### src/rtl/pipelined_control_unit.sv
// Pipelined main decoder: decodes the ID opcode into a 12-bit control bundle and carries it through ID/EX, EX/MEM, MEM/WB.
// It also detects load-use hazards and counts illegal opcodes. Define EXT_IMM_OPS_EN to decode addi/slti/andi/ori.
module pipelined_control_unit #(
   parameter int REG_AW   = 5,
   parameter int LINK_REG = 31,
   parameter int ILL_CW   = 8
) (
   input  logic              clk,
   input  logic              rst_n,
   input  logic              id_valid,
   input  logic [5:0]        id_opcode,
   input  logic [REG_AW-1:0] id_rs,
   input  logic [REG_AW-1:0] id_rt,
   input  logic [REG_AW-1:0] id_rd,
   input  logic              stall_ext,
   input  logic              flush,
   output logic              stall_id,
   output logic [11:0]       ctrl_ex,
   output logic [11:0]       ctrl_mem,
   output logic [11:0]       ctrl_wb,
   output logic [REG_AW-1:0] ex_wreg,
   output logic [REG_AW-1:0] mem_wreg,
   output logic [REG_AW-1:0] wb_wreg,
   output logic [5:0]        ex_opcode,
   output logic [ILL_CW-1:0] ill_cnt
);

   localparam logic [5:0] OP_RTYPE = 6'b000000;
   localparam logic [5:0] OP_LW    = 6'b100011;
   localparam logic [5:0] OP_SW    = 6'b101011;
   localparam logic [5:0] OP_BEQ   = 6'b000100;
   localparam logic [5:0] OP_BNE   = 6'b000101;
   localparam logic [5:0] OP_J     = 6'b000010;
   localparam logic [5:0] OP_JAL   = 6'b000011;

   // Bundle order: RegDst,ALUSrc,MemtoReg,RegWrite,MemRead,MemWrite,Branch,BranchNe,ALUOp1,ALUOp0,Jump,Link
   localparam logic [11:0] CW_BUBBLE = 12'h000;
   localparam logic [11:0] CW_RTYPE  = 12'h908;
   localparam logic [11:0] CW_LW     = 12'h780;
   localparam logic [11:0] CW_SW     = 12'h440;
   localparam logic [11:0] CW_BEQ    = 12'h024;
   localparam logic [11:0] CW_BNE    = 12'h014;
   localparam logic [11:0] CW_J      = 12'h002;
   localparam logic [11:0] CW_JAL    = 12'h103;

`ifdef EXT_IMM_OPS_EN
   localparam logic [5:0]  OP_ADDI = 6'b001000;
   localparam logic [5:0]  OP_SLTI = 6'b001010;
   localparam logic [5:0]  OP_ANDI = 6'b001100;
   localparam logic [5:0]  OP_ORI  = 6'b001101;
   localparam logic [11:0] CW_IMM  = 12'h50C;
`endif

   localparam int B_REGDST  = 11;
   localparam int B_MEMREAD = 7;
   localparam int B_LINK    = 0;

   localparam logic [REG_AW-1:0] LINK_IDX = LINK_REG[REG_AW-1:0];
   localparam logic [ILL_CW-1:0] ILL_MAX  = '1;
   localparam logic [ILL_CW-1:0] ILL_ONE  = {{(ILL_CW-1){1'b0}}, 1'b1};

   logic [11:0]       ctrl_ex_q, ctrl_ex_d;
   logic [11:0]       ctrl_mem_q, ctrl_mem_d;
   logic [11:0]       ctrl_wb_q, ctrl_wb_d;
   logic [REG_AW-1:0] ex_wreg_q, ex_wreg_d;
   logic [REG_AW-1:0] mem_wreg_q, mem_wreg_d;
   logic [REG_AW-1:0] wb_wreg_q, wb_wreg_d;
   logic [5:0]        ex_opcode_q, ex_opcode_d;
   logic [ILL_CW-1:0] ill_cnt_q, ill_cnt_d;

   logic [11:0]       id_cw;
   logic              id_legal;
   logic              id_uses_rt;
   logic [REG_AW-1:0] id_wreg;
   logic [5:0]        id_op_fwd;
   logic              hz;

   always_comb begin
      id_cw      = CW_BUBBLE;
      id_legal   = 1'b1;
      id_uses_rt = 1'b0;
      case (id_opcode)
         OP_RTYPE: begin
            id_cw      = CW_RTYPE;
            id_uses_rt = 1'b1;
         end
         OP_LW:  id_cw = CW_LW;
         OP_SW: begin
            id_cw      = CW_SW;
            id_uses_rt = 1'b1;
         end
         OP_BEQ: begin
            id_cw      = CW_BEQ;
            id_uses_rt = 1'b1;
         end
         OP_BNE: begin
            id_cw      = CW_BNE;
            id_uses_rt = 1'b1;
         end
         OP_J:   id_cw = CW_J;
         OP_JAL: id_cw = CW_JAL;
`ifdef EXT_IMM_OPS_EN
         OP_ADDI, OP_SLTI, OP_ANDI, OP_ORI: id_cw = CW_IMM;
`endif
         default: id_legal = 1'b0;
      endcase
      if (!id_valid) begin
         id_cw = CW_BUBBLE;
      end
   end

   // A bubble is all-zero: no write index and no opcode reach EX, so it can never look like a producer.
   always_comb begin
      id_wreg   = '0;
      id_op_fwd = 6'b000000;
      if (id_cw != CW_BUBBLE) begin
         id_op_fwd = id_opcode;
         if (id_cw[B_LINK]) begin
            id_wreg = LINK_IDX;
         end else if (id_cw[B_REGDST]) begin
            id_wreg = id_rd;
         end else begin
            id_wreg = id_rt;
         end
      end
   end

   assign hz = id_valid & ctrl_ex_q[B_MEMREAD] & (ex_wreg_q != '0) &
               ((ex_wreg_q == id_rs) | (id_uses_rt & (ex_wreg_q == id_rt)));

   // A memory stall outranks a flush, which outranks a load-use stall.
   always_comb begin
      ctrl_ex_d   = ctrl_ex_q;
      ctrl_mem_d  = ctrl_mem_q;
      ctrl_wb_d   = ctrl_wb_q;
      ex_wreg_d   = ex_wreg_q;
      mem_wreg_d  = mem_wreg_q;
      wb_wreg_d   = wb_wreg_q;
      ex_opcode_d = ex_opcode_q;
      ill_cnt_d   = ill_cnt_q;
      stall_id    = 1'b0;
      if (!stall_ext) begin
         ctrl_wb_d  = ctrl_mem_q;
         wb_wreg_d  = mem_wreg_q;
         ctrl_mem_d = ctrl_ex_q;
         mem_wreg_d = ex_wreg_q;
         if (flush || hz) begin
            ctrl_ex_d   = CW_BUBBLE;
            ex_wreg_d   = '0;
            ex_opcode_d = 6'b000000;
            stall_id    = hz & ~flush;
         end else begin
            ctrl_ex_d   = id_cw;
            ex_wreg_d   = id_wreg;
            ex_opcode_d = id_op_fwd;
            if (id_valid && !id_legal && (ill_cnt_q != ILL_MAX)) begin
               ill_cnt_d = ill_cnt_q + ILL_ONE;
            end
         end
      end
   end

   always_ff @(posedge clk or negedge rst_n) begin
      if (!rst_n) begin
         ctrl_ex_q   <= CW_BUBBLE;
         ctrl_mem_q  <= CW_BUBBLE;
         ctrl_wb_q   <= CW_BUBBLE;
         ex_wreg_q   <= '0;
         mem_wreg_q  <= '0;
         wb_wreg_q   <= '0;
         ex_opcode_q <= 6'b000000;
         ill_cnt_q   <= '0;
      end else begin
         ctrl_ex_q   <= ctrl_ex_d;
         ctrl_mem_q  <= ctrl_mem_d;
         ctrl_wb_q   <= ctrl_wb_d;
         ex_wreg_q   <= ex_wreg_d;
         mem_wreg_q  <= mem_wreg_d;
         wb_wreg_q   <= wb_wreg_d;
         ex_opcode_q <= ex_opcode_d;
         ill_cnt_q   <= ill_cnt_d;
      end
   end

   assign ctrl_ex   = ctrl_ex_q;
   assign ctrl_mem  = ctrl_mem_q;
   assign ctrl_wb   = ctrl_wb_q;
   assign ex_wreg   = ex_wreg_q;
   assign mem_wreg  = mem_wreg_q;
   assign wb_wreg   = wb_wreg_q;
   assign ex_opcode = ex_opcode_q;
   assign ill_cnt   = ill_cnt_q;

endmodule

### config.mk
export PLATFORM = sky130hd
export DESIGN_NAME = pipelined_control_unit
export DESIGN_NICKNAME = d
export VERILOG_FILES = /design/src/rtl/pipelined_control_unit.sv
export SDC_FILE = /design/constraint.sdc
export NUM_CORES = 1
export LEC_CHECK = 0
export ABC_AREA = 1
export ABC_CLOCK_PERIOD_IN_PS = 4200
export BUFFER_PORTS_ARGS = -buffer_cell sky130_fd_sc_hd__buf_2
export CAP_MARGIN = 20
export CORE_UTILIZATION = 55
export CTS_CLUSTER_SIZE = 20
export DETAILED_ROUTE_END_ITERATION = 7
export GPL_TIMING_DRIVEN = 0
export PLACE_DENSITY = 0.95
export SLEW_MARGIN = 0
export SYNTH_ARGS = -nofsm -noshare
export SYNTH_HDL_FRONTEND = slang
export SYNTH_SLANG_ARGS = --single-unit
### constraint.sdc
create_clock -name clk -period 4.2 [get_ports clk]
set_clock_uncertainty 0.05 [all_clocks]
set_input_delay 0.21 -clock clk [delete_from_list [all_inputs] [get_ports clk]]
set_output_delay 0.21 -clock clk [all_outputs]
set_load 0.05 [all_outputs]
-- Word-level counts from Yosys, hierarchy flattened
Index checks and enable logic that the tools add are counted.
Widths: inputs -> output; s select.
- add/sub/neg operators: 1
- multipliers: 0
- divide/modulo/power cells: 0
- $lt $le $gt $ge: 0
- equal/unequal tests: 9
- shift operators: 0
- multiplexer cells: 13
- bitwise operators: 9
- reductions and logical operators: 10
- operators by type and width (operator ; number):
    $pmux 12 s7 ; 1
    $mux 12 ; 2
    $mux 5 ; 4
    $eq 6x2->1 const B ; 2
    $eq 6x3->1 const B ; 2
    $eq 6x6->1 const B ; 2
    $mux 6 ; 2
    $reduce_bool 12->1 ; 1
    $eq 5x5->1 ; 2
    $add 8x1->8 const B ; 1
    $ne 8x8->1 const B ; 1
    $reduce_or 7->1 ; 1
    $logic_not 6->1 ; 1
    $and 1x1->1 ; 5
    $reduce_bool 5->1 ; 1
    $mux 1 ; 4
    $reduce_or 4->1 ; 1
    $not 1->1 ; 3
    $reduce_and 3->1 ; 1
    $logic_and 1x1->1 ; 2
    $logic_not 1->1 ; 1
    $logic_or 1x1->1 ; 1
    $or 1x1->1 ; 1
- register bits after elaboration: 65
- bits in latches: 0
- bits in writable memories: 0
- memory bits (read-only): 0
- input bits: 26
- output and inout port bits: 66
- logic and storage cells: 50
- memories kept: 0

-- Longest topological paths before layout
- depth after elaboration: 9
- mapped depth: 10
- mapped depth without buffers: 10

-- Worst setup path after synthesis
OpenSTA, ideal clock, no wires.
- path kind: flip-flop to output port
- start point: register ex_wreg_q[0], in the netlist ex_wreg[0]
- end point: output stall_id
- data arrival time: 2042 ps
- data required time: 3940 ps
- setup slack: 1898 ps
- cell stages (with the launch flop): 10
- path buffers: 1
- path through: dfrtp_1 > inv_1 > nand2_1 > nand2_1 > a21oi_1 > nand4_1 > nand2_2 > nand2_4 > buf_6 > nor3_2
- cells in the longest elaborated chain, start to end: 7
- ends and longest elaborated chain (what ; line ; source):
    start: declaration ; 65 ; logic [REG_AW-1:0] ex_wreg_q, ex_wreg_d;
    start signal: assignment ; 177 ; ex_wreg_q <= ex_wreg_d;
    $eq 5x5->1 ; 129 ; ((ex_wreg_q == id_rs) | (id_uses_rt & (ex_wreg_q == id_rt)));
    $and 1x1->1 ; 129 ;
    $or 1x1->1 ; 129 ;
    $and 1x1->1 * ; 128 ; assign hz = id_valid & ctrl_ex_q[B_MEMREAD] & (ex_wreg_q != '0) &
    $and 1x1->1 / $logic_or 1x1->1 (equally long branches) ; 151, 147 ;
    $mux 1 * ; 147 ; if (flush || hz) begin
    $mux 1 * ; 142 ; if (!stall_ext) begin
    end: declaration ; 17 ; output logic stall_id,
Every way passes the cells marked *; elsewhere a longest branch is shown, timed or not.

-- Final worst setup path
- start point: register ex_wreg_q[1], in the netlist ex_wreg[1]
- end point: output stall_id
Same word-level chain as after synthesis.

==> run_results.csv <==
group,metric,value,unit
yosys,post_synth_main_area_contributors,"sky130_fd_sc_hd__dfrtp_1 (50%), sky130_fd_sc_hd__nand2_1 (15%), sky130_fd_sc_hd__o21ai_0 (3.4%)",
yosys,yosys.area_share.simple,29.9,%
clock_network,postCtsResizedCells,0,
yosys,synth_fp_nets,365,
placement,numPortBuffers,91,
detailed_routing,post_drt_via_cell_ratio,5.28,
detailed_routing,routed_wl,7.05,mm
placement,gp_routability_congestion,0.847,
global_route,grt_pass1_vias,2398,
power,max-vdd-ir-drop,0.295,mV
worst_setup_path,critPathCaptureType,"primary output",
yosys,yosysTopAreaCellShare,50.4,%
worst_setup_path,arrival,2110,ps
worst_setup_path,critPathLaunchType,"flop",
power,powerDensity,366,mW/mm^2
timing,fin_max_slew_vios,0,
yosys,syn_avg_cell_area,8.67,sq um
global_route,grt_use_total,26.5,%
worst_setup_path,worst-r2r-cell-count,8,
detailed_routing,via_count,2732,
yosys,post-synth-top-area-cell,"sky130_fd_sc_hd__dfrtp_1",
floorplanning,die_x,75.0,um
power,share_seq_of_total_power,45.3,%
yosys,yosys.area_share.adder,0.427,%
worst_setup_path,critical_path_required_time,3940,ps
yosys,synth_commonest_cells,"sky130_fd_sc_hd__nand2_1 (121), sky130_fd_sc_hd__dfrtp_1 (59), sky130_fd_sc_hd__inv_1 (23), sky130_fd_sc_hd__o21ai_0 (20), sky130_fd_sc_hd__nand3_1 (16)",
yosys,synth_flop_cell,"sky130_fd_sc_hd__dfrtp_1",
yosys,yosys-mux-area-fraction,0,%
yosys,synth.ff_latch_count,59,
worst_setup_path,slowest_stage,"sky130_fd_sc_hd__dfrtp_1",
hold_path,holdCritStartpoint,"id_opcode[0]",
detailed_routing,drt-pass1-iter-count,5,
timing,rsz_0062_raised_after_global_routing,"no",
floorplanning,placeableCoreArea,0.00511,sq mm
yosys,syn_area,0.00293,sq mm
timing,fin_hold_ws,108,ps
clock_network,cts-root-to-sink-buffers,2,
clock_network,clock_insertion_delay_worst_skew,340,ps
yosys,synth_sequential_area_ratio,50.4,%
timing,setup-violations-final,0,
detailed_routing,remaining_drc_errors,0,
power,power_frac_clock,38.2,%
hold_path,min-delay-path-class,"input pin to flop",
floorplanning,die-height,75.0,um
power,sw_share,30.8,%
placement,place_worst_setup_slack,2190,ps
yosys,ys.warnings.count,0,
worst_setup_path,startpoint,"ex_wreg[1]",
worst_setup_path,total_stage_count_of_the_critical_path,8,
yosys,synth-edff-count,0,
placement,hpwl_reported_at_the_end_of_detailed_placement,5.17,mm
floorplanning,boundaryPins,92,
timing,layout_worst_path_cycle_share,56.5,%
global_route,grt_start_max_net_pins,36,
worst_setup_path,timing.critical_path.cells,"or2_0 -> a21oi_1 -> nand4_1 -> nand2_2 -> nand2_4 -> buf_6 -> nor3_2 -> buf_2",
yosys,post_synth_cell_types,32,
worst_setup_path,timing.setup.critical_path_class,"flop to primary output",
detailed_routing,wire_per_inst,13.6,um
power,power.combinational.fraction,16.5,%
flow_run,maxCapViolations,0,
global_route,globalRoute.totalOverflow,0,
clock_network,h-tree-depth,3,
finish,syn_to_final_growth,26.5,%
outcome,status,"completed",
floorplanning,initial_core_util,57.4,%
finish,finalNonFillerCells,517,
worst_setup_path,r2r-start,"ex_wreg[1]",
worst_setup_path,crit_path_max_incr_delay,450,ps
clock_network,cts.sinks,59,
power,netSwitchingPower,419,uW
timing,tns,0,ps
timing,max-slew-margin-rel,60.8,%
worst_setup_path,critPathBufInv,2,
floorplanning,full_die_area,0.00562,sq mm
timing,clock.fmax,0.422,GHz
hold_path,min_delay_path_depth,3,
yosys,main_combinational_cell_family_by_area_after_synthesis,"simple AND/OR/NAND/NOR gates",
yosys,synth-xor-area-share,4.18,%
worst_setup_path,worst-path-max-fanout,10,
clock_network,number_of_buffers_inserted_during_clock_tree_synthesis,9,
finish,final_layout_size_suffix_gt1_share,34.0,%
yosys,yosysMostFrequentCell,"sky130_fd_sc_hd__nand2_1",
timing,max_slew.worst_pin.slew,586,ps
placement,dp.cells,500,
timing,fin_ws,1830,ps
global_route,grt_first_pass_wirelength,11.0,mm
finish,net_count_of_the_finished_layout,469,
detailed_routing,detailedRoute.firstIterationViolations,209,
clock_network,clk_root_buffer_cell,"sky130_fd_sc_hd__clkbuf_8",
detailed_routing,antenna_violating_nets_post_route,0,
power,intPower,939,uW
timing,final_period_minus_worst_setup_slack,2370,ps
floorplanning,placementRows,26,
yosys,async_reset_ff_share,100,%
clock_network,worst_setup_hold_path_clk_slew,60,ps
finish,antenna_cells,0,
clock_network,tritoncts,"built",
global_route,antenna_found_initial,0,
yosys,netlist_instances,338,
yosys,area_fraction_in_compound_gates_after_synthesis,7.90,%
timing,hold_vio_cnt_final,0,
power,p_leak,0.00207,uW
worst_setup_path,path_delay_family,"simple AND/OR/NAND/NOR gates",
## power groups by stage
stage / combinational [uW] / sequential, uW / clock [uW]
after detailed placement: 224 / 625 / 0
after global placement: 216 / 624 / 0
after floorplan: 77.8 / 698 / 0
after global routing: 244 / 617 / 543
final: 224 / 616 / 518
after CTS: 226 / 615 / 524
## path summary, 6_finish.rpt
check | endpoint | slack (ps)
worst max register to register | ctrl_ex[10] | 2500
worst max-delay path | stall_id | 1830
max in group asynchronous | ctrl_ex[9] | 3160
min in group asynchronous | ex_opcode[1] | 360
worst min-delay path | ex_opcode[0] | 110
worst min register to register | ex_opcode[4] | 420
## stage by stage
step                      power [uW]  area, sq um  utilization [%]
after floorplan                  776         2930                -
final                           1360         3710             72.6
after detailed placement         850         3490             68.4
after global placement           839         3470             68.0
after CTS                       1360         3710             72.6
after global routing            1400         3710             72.6
## tightest hold or removal path, cell delays in order
cell and delay, ps:
sky130_fd_sc_hd__buf_2 120, sky130_fd_sc_hd__nand2_1 60, sky130_fd_sc_hd__o21ai_1 60
## what timing repair did
item                                    4_1_cts  5_1_grt
setup buffers                                 0        0
hold endpoints to repair                     24        0
hold buffers                                  1        0
endpoints found under the setup margin        0        0
## final cells by class
class / count / area (sq um)
sequential: 59 / 1480
fill: 371 / 1400
multi-input combinational: 236 / 1240
timing repair buffer: 93 / 485
clock buffer: 10 / 138
buffer: 18 / 116
inverter: 25 / 93.8
tap: 70 / 87.6
clock inverter: 6 / 65.1
## state kept, by name (all words and copies together) (netlist names)
name	cells
ctrl_ex	10
ctrl_mem	10
ctrl_wb	10
ill_cnt	8
ex_opcode	6
ex_wreg	5
mem_wreg	5
wb_wreg	5
## layout by cell type (no fill, tap or decap), types with 3 or more instances in the layout
cell,count
sky130_fd_sc_hd__buf_2,93
sky130_fd_sc_hd__buf_4,6
sky130_fd_sc_hd__clkbuf_1,8
sky130_fd_sc_hd__clkbuf_8,10
sky130_fd_sc_hd__clkinvlp_4,4
sky130_fd_sc_hd__dfrtp_1,59
sky130_fd_sc_hd__inv_1,23
sky130_fd_sc_hd__nand2_1,121
sky130_fd_sc_hd__nand2_4,3
sky130_fd_sc_hd__nand3_1,16
sky130_fd_sc_hd__nand3_2,5
sky130_fd_sc_hd__nand4_1,12
sky130_fd_sc_hd__nor2_1,12
sky130_fd_sc_hd__nor2_2,5
sky130_fd_sc_hd__nor3_2,3
sky130_fd_sc_hd__o21ai_0,20
sky130_fd_sc_hd__o21ai_2,10
sky130_fd_sc_hd__xnor2_1,8
sky130_fd_sc_hd__xor2_1,6
## cells by family after synthesis
logic type      after synthesis
flops                        59
compound gates               36
buf+inv                      43
xor+xnor                     14
fa+ha+maj                     1
simple gates                185
## layer usage
layer	global-route usage (%)	vias to the layer above	share of wire, %
met5	0	-	0
met4	12.6	0	1.6
met3	5.62	15	5.9
met2	44.6	107	50
met1	32.7	1324	42
li1	-	1286	-
Note: power is estimated with default switching activity, not from simulation.
